$ cat src/rtl/alu_pkg.sv
// Shared types for the ALU command sequencer: FSM states, the queued request
// record and the multiply command codes that select the longer ALU latency.
package alu_pkg;

    // Widest operand the request record can carry; WIDTH must not exceed it.
    localparam int unsigned OPW_MAX = 32;

    localparam logic [3:0] CMD_MUL_A = 4'd9;
    localparam logic [3:0] CMD_MUL_B = 4'd10;

    typedef enum logic [2:0] {
        IDLE    = 3'd0,
        ISSUE   = 3'd1,
        ISSUE_B = 3'd2,
        WAIT    = 3'd3,
        RESP    = 3'd4
    } seq_state_t;

    typedef struct packed {
        logic [OPW_MAX-1:0] opa;
        logic [OPW_MAX-1:0] opb;
        logic [3:0]         cmd;
        logic               mode;
        logic               cin;
    } alu_req_t;

    function automatic logic is_mul(input alu_req_t r);
        return r.mode && ((r.cmd == CMD_MUL_A) || (r.cmd == CMD_MUL_B));
    endfunction

endpackage

$ cat src/rtl/alu_seq_fifo.sv
// Request FIFO for the ALU sequencer: power-of-two depth, registered count,
// simultaneous push and pop supported.
module alu_seq_fifo #(
    parameter int unsigned W     = 8,
    parameter int unsigned DEPTH = 4
) (
    input  logic                     clk_i,
    input  logic                     rst_i,
    input  logic                     push_i,
    input  logic [W-1:0]             data_i,
    input  logic                     pop_i,
    output logic [W-1:0]             data_o,
    output logic [$clog2(DEPTH):0]   count_o
);
    localparam int unsigned AW = $clog2(DEPTH);

    logic [W-1:0]  mem_q [DEPTH];
    logic [AW-1:0] wr_q;
    logic [AW-1:0] rd_q;
    logic [AW:0]   cnt_q;

    always_ff @(posedge clk_i) begin
        if (push_i) begin
            mem_q[wr_q] <= data_i;
        end
    end

    always_ff @(posedge clk_i) begin
        if (rst_i) begin
            wr_q  <= '0;
            rd_q  <= '0;
            cnt_q <= '0;
        end else begin
            if (push_i) begin
                wr_q <= wr_q + 1'b1;
            end
            if (pop_i) begin
                rd_q <= rd_q + 1'b1;
            end
            cnt_q <= cnt_q + (AW+1)'(push_i) - (AW+1)'(pop_i);
        end
    end

    assign data_o  = mem_q[rd_q];
    assign count_o = cnt_q;

endmodule

$ cat src/rtl/alu_cmd_sequencer.sv
// Queues ALU requests and issues them one at a time to an external ALU,
// returning each result through a valid/ready response port.
// Define ALU_SEQ_SPLIT_EN to issue OPA and OPB on two consecutive cycles.
module alu_cmd_sequencer
    import alu_pkg::*;
#(
    parameter int unsigned WIDTH   = 8,
    parameter int unsigned DEPTH   = 4,
    parameter int unsigned LAT     = 1,
    parameter int unsigned LAT_MUL = 2
) (
    input  logic                     CLK,
    input  logic                     RST,
    input  logic                     req_valid,
    output logic                     req_ready,
    input  logic [WIDTH-1:0]         req_opa,
    input  logic [WIDTH-1:0]         req_opb,
    input  logic [3:0]               req_cmd,
    input  logic                     req_mode,
    input  logic                     req_cin,
    output logic [WIDTH-1:0]         ALU_OPA,
    output logic [WIDTH-1:0]         ALU_OPB,
    output logic [3:0]               ALU_CMD,
    output logic                     ALU_MODE,
    output logic                     ALU_CIN,
    output logic                     ALU_CE,
    output logic [1:0]               ALU_INP_VALID,
    input  logic [2*WIDTH-1:0]       ALU_RES,
    input  logic                     ALU_COUT,
    input  logic                     ALU_OFLOW,
    input  logic                     ALU_G,
    input  logic                     ALU_L,
    input  logic                     ALU_E,
    input  logic                     ALU_ERR,
    output logic                     rsp_valid,
    input  logic                     rsp_ready,
    output logic [2*WIDTH-1:0]       rsp_res,
    output logic [5:0]               rsp_flags,
    output logic                     busy,
    output logic [$clog2(DEPTH):0]   count,
    output seq_state_t               dbg_state
);
    localparam int unsigned CW   = $clog2(DEPTH) + 1;
    localparam int unsigned LMAX = (LAT > LAT_MUL) ? LAT : LAT_MUL;
    localparam int unsigned LW   = $clog2(LMAX + 1);

    // Handshakes: a transfer happens on the rising CLK edge where valid and
    // ready are both high; valid, once raised, holds its payload until then.

    seq_state_t        state_q, state_d;
    alu_req_t          req_s, head, cur_q;
    logic [CW-1:0]     fifo_cnt;
    logic              push, pop;
    logic [LW-1:0]     lat_q;
    logic [2*WIDTH-1:0] rsp_res_q;
    logic [5:0]        rsp_flags_q;
    logic              unused_hi;

    always_comb begin
        req_s      = '0;
        req_s.opa  = OPW_MAX'(req_opa);
        req_s.opb  = OPW_MAX'(req_opb);
        req_s.cmd  = req_cmd;
        req_s.mode = req_mode;
        req_s.cin  = req_cin;
    end

    assign req_ready = !RST && (fifo_cnt < CW'(DEPTH));
    assign push      = req_valid && req_ready;

    alu_seq_fifo #(.W($bits(alu_req_t)), .DEPTH(DEPTH)) u_fifo (
        .clk_i   (CLK),
        .rst_i   (RST),
        .push_i  (push),
        .data_i  (req_s),
        .pop_i   (pop),
        .data_o  (head),
        .count_o (fifo_cnt)
    );

    always_comb begin
        state_d       = state_q;
        pop           = 1'b0;
        ALU_OPA       = '0;
        ALU_OPB       = '0;
        ALU_CMD       = '0;
        ALU_MODE      = 1'b0;
        ALU_CIN       = 1'b0;
        ALU_CE        = 1'b0;
        ALU_INP_VALID = 2'b00;
        case (state_q)
            IDLE: begin
                if (fifo_cnt != '0) state_d = ISSUE;
            end
            ISSUE: begin
                pop      = 1'b1;
                ALU_OPA  = head.opa[WIDTH-1:0];
                ALU_OPB  = head.opb[WIDTH-1:0];
                ALU_CMD  = head.cmd;
                ALU_MODE = head.mode;
                ALU_CIN  = head.cin;
                ALU_CE   = 1'b1;
`ifdef ALU_SEQ_SPLIT_EN
                ALU_INP_VALID = 2'b01;
                state_d       = ISSUE_B;
`else
                ALU_INP_VALID = 2'b11;
                state_d       = WAIT;
`endif
            end
`ifdef ALU_SEQ_SPLIT_EN
            ISSUE_B: begin
                ALU_OPA       = cur_q.opa[WIDTH-1:0];
                ALU_OPB       = cur_q.opb[WIDTH-1:0];
                ALU_CMD       = cur_q.cmd;
                ALU_MODE      = cur_q.mode;
                ALU_CIN       = cur_q.cin;
                ALU_CE        = 1'b1;
                ALU_INP_VALID = 2'b10;
                state_d       = WAIT;
            end
`endif
            WAIT: begin
                ALU_OPA  = cur_q.opa[WIDTH-1:0];
                ALU_OPB  = cur_q.opb[WIDTH-1:0];
                ALU_CMD  = cur_q.cmd;
                ALU_MODE = cur_q.mode;
                ALU_CIN  = cur_q.cin;
                ALU_CE   = 1'b1;
                if (lat_q == '0) state_d = RESP;
            end
            RESP: begin
                if (rsp_ready) state_d = (fifo_cnt != '0) ? ISSUE : IDLE;
            end
            default: state_d = IDLE;
        endcase
    end

    // The latency count is loaded while the head is on the bus, so the split
    // second beat leaves it untouched and counting starts in WAIT.
    always_ff @(posedge CLK) begin
        if (RST) begin
            state_q     <= IDLE;
            cur_q       <= '0;
            lat_q       <= '0;
            rsp_res_q   <= '0;
            rsp_flags_q <= '0;
        end else begin
            state_q <= state_d;
            if (state_q == ISSUE) begin
                cur_q <= head;
                lat_q <= is_mul(head) ? LW'(LAT_MUL - 1) : LW'(LAT - 1);
            end else if (state_q == WAIT) begin
                if (lat_q != '0) begin
                    lat_q <= lat_q - 1'b1;
                end else begin
                    rsp_res_q   <= ALU_RES;
                    rsp_flags_q <= {ALU_ERR, ALU_OFLOW, ALU_COUT, ALU_G, ALU_L, ALU_E};
                end
            end
        end
    end

    assign rsp_valid = (state_q == RESP);
    assign rsp_res   = rsp_res_q;
    assign rsp_flags = rsp_flags_q;
    assign busy      = (state_q != IDLE) || (fifo_cnt != '0);
    assign count     = fifo_cnt;
    assign dbg_state = state_q;

    assign unused_hi = ^{head.opa[OPW_MAX-1:WIDTH], head.opb[OPW_MAX-1:WIDTH],
                         cur_q.opa[OPW_MAX-1:WIDTH], cur_q.opb[OPW_MAX-1:WIDTH]};

endmodule

$ cat config.mk
export PLATFORM = sky130hd
export DESIGN_NAME = alu_cmd_sequencer
export DESIGN_NICKNAME = d
export VERILOG_FILES = /design/src/rtl/alu_pkg.sv /design/src/rtl/alu_seq_fifo.sv /design/src/rtl/alu_cmd_sequencer.sv
export SDC_FILE = /design/constraint.sdc
export NUM_CORES = 1
export LEC_CHECK = 0
export ABC_AREA = 1
export BUFFER_PORTS_ARGS = -buffer_cell sky130_fd_sc_hd__buf_4
export CAP_MARGIN = 20
export CORE_MARGIN = 1
export CORE_UTILIZATION = 55
export DETAILED_ROUTE_END_ITERATION = 10
export GPL_TIMING_DRIVEN = 0
export HOLD_SLACK_MARGIN = 0.15
export MAX_ROUTING_LAYER = met4
export PLACE_DENSITY = 0.85
export SYNTH_ARGS = -nofsm -noshare
export SYNTH_HDL_FRONTEND = slang
export SYNTH_SLANG_ARGS = --single-unit
$ cat constraint.sdc
create_clock -name CLK -period 3.44 [get_ports CLK]
set_input_delay 0.688 -clock CLK [delete_from_list [all_inputs] [get_ports CLK]]
set_output_delay 0.688 -clock CLK [all_outputs]
set_load 0.005 [all_outputs]
Yosys cells after proc, flatten, opt, wreduce, memory -nomap -nowiden
Memories as Yosys holds them, arrays and structs flattened. A register that Yosys moved wholly into a read port is not among the register bits.
Index checks and enable logic that the tools add are counted.
- register bits after elaboration: 56
- latch bits: 0
- RAM bits: 88
- bits in read-only memories: 0
- memories kept: 1
- memory list (name ; words ; bits a word ; rd ports ; clocked after memory_dff ; wr ports ; RTL line ; text):
    u_fifo.mem_q ; 4 ; 22 ; 1 ; 1 ; 1 ; alu_seq_fifo.sv:17 ; logic [W-1:0] mem_q [DEPTH];
- add/sub/neg operators: 5
- multipliers: 0
- div/mod/pow operators: 0
- order comparisons: 1
- eq/ne operators: 8
- shifts and indexed selects: 0
- muxes and demuxes: 21
- bitwise gates (word level): 2
- reductions and logical operators: 17
- operators with widths (cell ; count):
    case mux 8 bit (2 select lines) ; 2
    2-to-1 mux 2 bit ; 6
    case mux 3 bit (4 select lines) ; 1
    2-to-1 mux 3 bit ; 3
    == test 4 bit, second input constant ; 2
    case mux 4 bit (2 select lines) ; 1
    2-to-1 mux 1 bit ; 6
    AND reduction 3 bit ; 2
    nonzero test 2 bit ; 3
    nonzero test 3 bit ; 2
    adder 2 x 1 -> 2 bit, second input constant ; 2
    inequality test 2 bit, second input constant ; 2
    case mux 1 bit (2 select lines) ; 2
    adder 3 x 1 -> 3 bit ; 1
    == test 3 x 1 -> 1 bit, second input constant ; 1
    == test 3 x 2 -> 1 bit, second input constant ; 1
    == test 3 bit, second input constant ; 1
    logical AND 1 bit ; 3
    zero test 3 bit ; 1
    < comparator 3 bit, second input constant ; 1
    subtractor 3 x 1 -> 3 bit ; 1
    zero test 2 bit ; 1
    logical OR 1 bit ; 2
    inequality test 2 x 1 -> 1 bit, second input constant ; 1
    other kinds (5) ; 6

Longest topological paths before layout
Gate-level depths: netlist of run 1.
- depth after elaboration: 5
- mapped depth: 12
- depth with buffers taken out: 11

Hierarchy
A second synthesis of run 1 with hierarchy kept.
- cell total of the unflattened synthesis: 1107
- area, all modules: 13130.1 um2
- modules (own cells, without submodules) (module ; instances ; cells an instance ; area an instance (um2)):
    alu_seq_fifo ; 1 ; 805 ; 11039.3
    alu_cmd_sequencer ; 1 ; 302 ; 2090.8

Worst setup path before layout of run 1
No wires, ideal clock.
- path type: input -> register
- from: input port RST
- to: memory u_fifo.mem_q[0][0] in the netlist's numbering, enable pin
- arrival: 2.134 ns
- data required time: 3.039 ns
- path slack: 0.905 ns
- stages on the path: 4
- path through: buf_2 > nor2_1 > nand2_1 > nor2_1
- cells in the longest elaborated chain, start to end: 5
- ends and longest elaborated chain (what ; RTL line ; text):
    start: declaration ; alu_cmd_sequencer.sv:13 ; input logic RST,
    zero test 1 bit ; alu_cmd_sequencer.sv:68 ; assign req_ready = !RST && (fifo_cnt < CW'(DEPTH));
    logical AND 1 bit ; alu_cmd_sequencer.sv:68 ;
    via req_ready ; alu_cmd_sequencer.sv:15 ; output logic req_ready,
    logical AND 1 bit ; alu_cmd_sequencer.sv:69 ; assign push = req_valid && req_ready;
    2-to-1 mux 1 bit ; alu_seq_fifo.sv:23 ; if (push_i) begin
    2-to-1 mux 1 bit (implied by the code) ; alu_seq_fifo.sv:24 ; mem_q[wr_q] <= data_i;
    end: declaration ; alu_seq_fifo.sv:17 ;
The timed path passes the listed nets, and every way through them passes these cells.

==> results of run 1 <==
==> final cells by class <==
type                    instances  area share
clock inverters                14      0.0331
inverters                      27      0.0142
flip-flops and latches        146       0.508
plain buffers                  33      0.0262
repair buffers                106       0.112
well taps                     136      0.0227
clock buffers                  18      0.0558
multi-input cells             366       0.228
==> report_power, final <==
part | leakage (µW) | switching [µW] | total, µW | internal [µW]
logic | 0.00148 | 965 | 1610 | 642
registers | 0.00127 | 114 | 2160 | 2050
clock network | 0.000317 | 743 | 2080 | 1340
==> layer usage <==
metal	track usage	up-vias	part of all wire
met3	0.0630	40	0.084
met5	-	-	0
met4	0.111	0	0.024
met1	0.328	2232	0.38
li1	-	2191	-
met2	0.474	256	0.51
==> worst max-delay path, delay by kind of cell, from the launching register on <==
family	cells	cell delay (ps)
flip-flops	1	400
AND/OR/NAND/NOR	2	230
buffers and inverters	3	550
AO/OA/AOI/OAI	2	330
==> state kept, by name, indices dropped and copies added, names as in the netlist, named ones only <==
name / cells
dbg_state: 3
rsp_flags: 6
u_fifo.count_o: 3
u_fifo.rd_q: 2
lat_q: 2
u_fifo.mem_q: 88
u_fifo.wr_q: 2
rsp_res: 16
cur_q: 22
==> kinds of logic (layout without fill, tap and decap cells) <==
| kind of cell | Yosys count | count (layout) | share of synthesized area |
|---|---|---|---|
| buffers and inverters | 60 | 198 | 0.0522 |
| flip-flops | 146 | 146 | 0.656 |
| AO/OA/AOI/OAI | 109 | 109 | 0.0988 |
| XOR/XNOR | 2 | 2 | 0.00302 |
| adder cells (fa/ha/maj) | 8 | 8 | 0.0185 |
| AND/OR/NAND/NOR | 247 | 247 | 0.172 |
==> how the worst min path moves through the flow <==
stage	from	cells after the start	slack [ps]	end
floorplan	u_fifo.rd_q[0]$_SDFFE_PP0N_	1	440	flip-flop
global placement	rsp_res[0]$_SDFFE_PP0P_	2	450	rsp_res[0]$_SDFFE_PP0P_
detailed placement	rsp_flags[0]$_SDFFE_PP0P_	2	450	rsp_flags[0]$_SDFFE_PP0P_
CTS	req_opb[6]	1	350	u_fifo.mem_q[0][12]$_DFFE_PP_
global route	req_opb[6]	1	350	u_fifo.mem_q[0][12]$_DFFE_PP_
finish	req_opa[2]	1	360	u_fifo.mem_q[0][16]$_DFFE_PP_
==> stage by stage <==
stage                     power (µW)  utilization
after global placement          3680        0.656
after global routing            6100        0.728
after CTS                       5850        0.728
final                           5850        0.728
after detailed placement        3770        0.664
after floorplan                 3090            -
==> cells in the final DEF, fill, tap and decap left out, types with 3 or more instances in the layout <==
cell type	netlist	layout
a21oi_1	51	51
nand2_1	155	155
inv_1	23	23
buf_8	0	3
buf_4	9	111
bufinv_16	0	6
clkbuf_16	0	16
buf_2	12	12
buf_6	3	3
nand3_1	35	35
o22ai_1	17	17
nor2_1	49	45
inv_6	1	6
ha_1	7	7
o21ai_0	39	39
edfxtp_1	88	88
nor2_2	1	5
dfxtp_1	58	58
inv_2	3	3
clkbuf_1	8	9
==> impl_metrics.csv, run 1 <==
group,metric,value,unit
worst_setup_path,rrSetupSlack,900,ps
yosys,ys_ff_latch,146,
yosys,syn-cell-area,5800,µm²
worst_setup_path,cp_cell_sequence,"inv_2 -> buf_2 -> o21ai_0 -> o22ai_1 -> nand2_1 -> nand2_1 -> buf_4",
global_routing,grt_overflow,0,
global_routing,grt_pass1_wl,22800,µm
layout,final_layout_size_suffix_gt1_frac,0.249,
route,antenna_left,0,
timing,final_hold_viol_count,0,
yosys,ys_seq_area_frac,0.656,
clock_tree,cts_resized,0,
die,start_util,0.565,
route,wirelength,14500,µm
clock_tree,cts_tree,"built",
route,dr_total_vias,4719,
worst_setup_path,endpoint_kind,"output pin",
layout,seq_area,3800,µm²
pwr,peakVddDrop,0.410,mV
global_routing,grt_pass1_vias,4706,
yosys,synth_top_area_frac,0.455,
yosys,syn_avg_cell_area,10.1,µm²
worst_setup_path,cp-endpoint,"ALU_OPB[0]",
yosys,synthCells,572,
worst_setup_path,worstSetupPathType,"flip-flop to output pin",
layout,multi_input_area,1710,µm²
worst_setup_path,cp_data_arrival_time,2030,ps
worst_setup_path,slowest_stage,"dfxtp_1",
timing,totalNegativeSetupSlack,0,ps
worst_setup_path,reg2reg_from,"dbg_state[2]$_SDFFE_PP0P_",
yosys,synthDistinctLibCells,27,
clock_tree,clockBufferDepth,2,
yosys,syn-num-nets,628,
layout,antenna_cells,0,
placed_design,portBuffers,102,
global_routing,grt.total_usage,0.281,
route,drc,0,
timing,final-setup-viol-count,0,
timing,final_max_slew_viol_count,0,
clock_tree,clkTransAtPathRegs,70,ps
worst_setup_path,worst-endpoint-required,2750,ps
yosys,synth.most_common_cell,"nand2_1",
yosys,ys_warn_count,0,
clock_tree,clkLatencyLatePin,530,ps
clock_tree,cts_buffers,17,
yosys,synthTopCellsByCount,"nand2_1 (155), edfxtp_1 (88), dfxtp_1 (58)",
yosys,synth_flop_cell,"edfxtp_1",
yosys,synth_largest_area_cell,"edfxtp_1",
pwr,power_density,782,nW/µm²
timing,finClkSkew,7.96,ps
timing,slew_headroom,0.536,
layout,stdcell_count,846,
timing,rsz0062_at_grt,"false",
layout,fin_nets,753,
clock_tree,ctsHoldBuffers,0,
timing,min_period,2720,ps
route,wl_per_cell,17.1,µm
worst_setup_path,critPathLaunchType,"flip-flop",
layout,fill_cells,716,
route,first_pass_iters,7,
clock_tree,h-tree-depth,4,
die,rows,37,
timing,setup_ws,723,ps
timing,worst-slew-pin-transition,695,ps
worst_setup_path,timing.rr.end,"u_fifo.count_o[2]$_SDFF_PP0_",
flow_run,drv_cap,0,
global_routing,grt_max_degree,17,
route,routed_via_density,5.58,
die,core-area,10300,µm²
global_routing,antenna_found_initial,0,
worst_setup_path,slowest_delay,400,ps
layout,synthToLayoutAreaGrowth,29.0,%
hold_path,hp-class,"input pin to flip-flop",
clock_tree,cts_setup_buffers,0,
worst_setup_path,reg2reg_depth,12,
die,die_w,105,µm
yosys,yosys-top-cells-area,"edfxtp_1 (46%), dfxtp_1 (20%), nand2_1 (10%)",
yosys,async_reset_ff_frac,0,
timing,hold_ws,356,ps
die,dieArea,11000,µm²
die,ioPinCount,104,
die,die_h,105,µm
timing,fmax,368,MHz
timing,fin_crit_sh,0.790,
clock_tree,root_buffer,"clkbuf_8",
layout,design_area,7490,µm²
worst_setup_path,crit_path_max_fanout,10,
clock_tree,clock_sinks,146,
yosys,synth-edff-count,88,
placed_design,routabilityCongestion,0.846,
pwr,p_leak,0.00306,µW
placed_design,placed_cells,814,
placed_design,place_ws,1030,ps
placed_design,placed_area,6820,µm²
worst_setup_path,cp_common_cell,"nand2_1",
status,status,"finished clean",
route,drt_iter0_drc,371,
placed_design,place_hpwl,9480,µm
(Power assumes the default switching activity.)
==> run 2: changes to the inputs <==
- clock period: 3.44 -> 2.5 ns (I/O delays scaled with it)
==> run 2 against run 1 <==
Compared with the run above:
- flip-flop and latch count is the same
- global-route usage barely moved
- worst setup slack worse by 670 ps
- routed wire length up 0.26%
- combinational power is 39% higher
- first-iteration DRC count decreased by 14%
- register-to-register slack worse by 760 ps
- clock skew about the same
- clock power rose by 38%
- critical path depth grew 1
- sequential share of layout area decreased by 0.14 points
- largest power group unchanged
- highest routed layer unchanged
==> impl_metrics.csv, run 2 (synthesized netlist as in run 1, its figures left out) <==
group,metric,value,unit
status,status,"finished clean",
route,wirelength,14500,µm
placed_design,placed_cells,814,
route,drt_iter0_drc,319,
die,rows,37,
layout,largest_register_ffs,88,
global_routing,grt_pass1_wl,22800,µm
die,start_util,0.565,
placed_design,placed_area,6820,µm²
timing,min_period,2440,ps
layout,final_layout_size_suffix_gt1_frac,0.251,
worst_setup_path,cp_common_cell,"nand2_1",
global_routing,grt.total_usage,0.281,
layout,fin_nets,753,
timing,rsz0062_at_grt,"false",
layout,multi_input_area,1710,µm²
route,drc,0,
pwr,power_switching,2510,µW
timing,slew_headroom,0.544,
layout,mostFrequentLayoutCells,"nand2_1 (155), buf_4 (111), edfxtp_1 (88)",
pwr,peakVddDrop,0.574,mV
route,routed_via_density,5.54,
global_routing,grt_overflow,0,
pwr,p_leak,0.00307,µW
timing,final-setup-viol-count,0,
worst_setup_path,cp_cell_sequence,"buf_6 -> inv_6 -> clkbuf_4 -> o21ai_0 -> o22ai_1 -> nand2_1 -> nand2_1 -> buf_4",
placed_design,place_hpwl,9480,µm
worst_setup_path,critPathLaunchType,"flip-flop",
pwr,power.share.sequential,0.369,
layout,stdcell_count,846,
worst_setup_path,worstSetupPathType,"flip-flop to output pin",
global_routing,grt_max_degree,17,
route,wl_per_cell,17.2,µm
clock_tree,root_buffer,"clkbuf_8",
timing,finClkSkew,8.22,ps
pwr,clkPwrFrac,0.354,
timing,fmax,409,MHz
route,dr_total_vias,4686,
flow_run,drv_cap,0,
worst_setup_path,slowest_delay,310,ps
die,die_w,105,µm
die,core-area,10300,µm²
worst_setup_path,endpoint_kind,"output pin",
die,dieArea,11000,µm²
clock_tree,clkLatencyLatePin,530,ps
worst_setup_path,slowest_stage,"dfxtp_1",
die,ioPinCount,104,
route,first_pass_iters,5,
layout,seq_area,3800,µm²
layout,fill_cells,710,
route,antenna_left,0,
pwr,power_density,1080,nW/µm²
clock_tree,clockBufferDepth,2,
layout,synthToLayoutAreaGrowth,29.4,%
clock_tree,cts_tree,"built",
layout,final_common_cell,"nand2_1",
pwr,intPower,5570,µW
placed_design,portBuffers,102,
layout,design_area,7510,µm²
clock_tree,cts_setup_buffers,0,
layout,antenna_cells,0,
hold_path,hp-class,"input pin to flip-flop",
pwr,p_sw_frac,0.311,
worst_setup_path,cp_data_arrival_time,1940,ps
timing,worst-slew-pin-transition,684,ps
clock_tree,clkTransAtPathRegs,60,ps
global_routing,antenna_found_initial,0,
worst_setup_path,worst-endpoint-required,2000,ps
placed_design,routabilityCongestion,0.846,
clock_tree,cts_buffers,17,
worst_setup_path,crit_path_max_fanout,10,
clock_tree,clock_sinks,146,
global_routing,grt_pass1_vias,4718,
timing,fin_crit_sh,0.977,
die,die_h,105,µm
layout,regMostFlops,"u_fifo.mem_q",
timing,final_hold_viol_count,0,
pwr,power_frac_comb,0.277,
timing,final_max_slew_viol_count,0,
clock_tree,h-tree-depth,4,
[run 2: final timing paths]
path                                                 from                       endpoint  slack (ps)  cells past startpoint
worst max-delay path                            flip-flop                     ALU_OPA[2]          60                      8
worst min-delay path                           req_opb[6]  u_fifo.mem_q[0][12]$_DFFE_PP_         170                      1
worst max register to register  dbg_state[2]$_SDFFE_PP0P_   u_fifo.count_o[2]$_SDFF_PP0_         140                     12
worst min register to register  rsp_flags[0]$_SDFFE_PP0P_      rsp_flags[0]$_SDFFE_PP0P_         460                      2
[run 2: layer usage]
layer,GRT usage,share of wire
met5,-,0
met4,0.112,0.023
met3,0.0630,0.079
met2,0.475,0.50
met1,0.326,0.40
[run 2: through the flow]
| step | TNS, ps | hold WS, ps | setup WS, ps | total power (µW) | util |
|---|---|---|---|---|---|
| after floorplan | 0 | 444 | 153 | 4250 | - |
| after global placement | -54150 | 447 | -632 | 5070 | 0.656 |
| after detailed placement | 0 | 453 | 93.7 | 5180 | 0.664 |
| after CTS | 0 | 160 | 2.99 | 8050 | 0.729 |
| after global routing | 0 | 159 | 4.15 | 8430 | 0.731 |
| final | 0 | 168 | 56.5 | 8080 | 0.731 |
[run 2: cell type report]
| class | count | area share |
|---|---|---|
| clock inverter | 14 | 0.0330 |
| multi-input combinational | 366 | 0.227 |
| inverter | 27 | 0.0148 |
| buffer | 33 | 0.0283 |
| tap | 136 | 0.0227 |
| sequential | 146 | 0.507 |
| timing repair buffer | 106 | 0.112 |
| clock buffer | 18 | 0.0557 |
[run 2: critical path: cells and delay by family (launching register included)]
kind                   cells  cell delay [ps]
AO/OA/AOI/OAI              2              330
flip-flops                 1              310
AND/OR/NAND/NOR            2              220
buffers and inverters      4              560
[run 2: power groups by stage]
stage	Sequential (µW)	Combinational, µW	Clock (µW)
CTS	2980	2210	2870
global route	3000	2450	2970
global placement	3010	2060	0
finish	2980	2240	2860
detailed placement	3020	2160	0
floorplan	2990	1260	0
[run 2: repair_timing]
item                       in CTS  in global routing
resized for setup               2                 10
hold buffers                    0                  0
cloned                          0                  0
pin swaps                       0                  0
setup endpoints to repair       2                 13
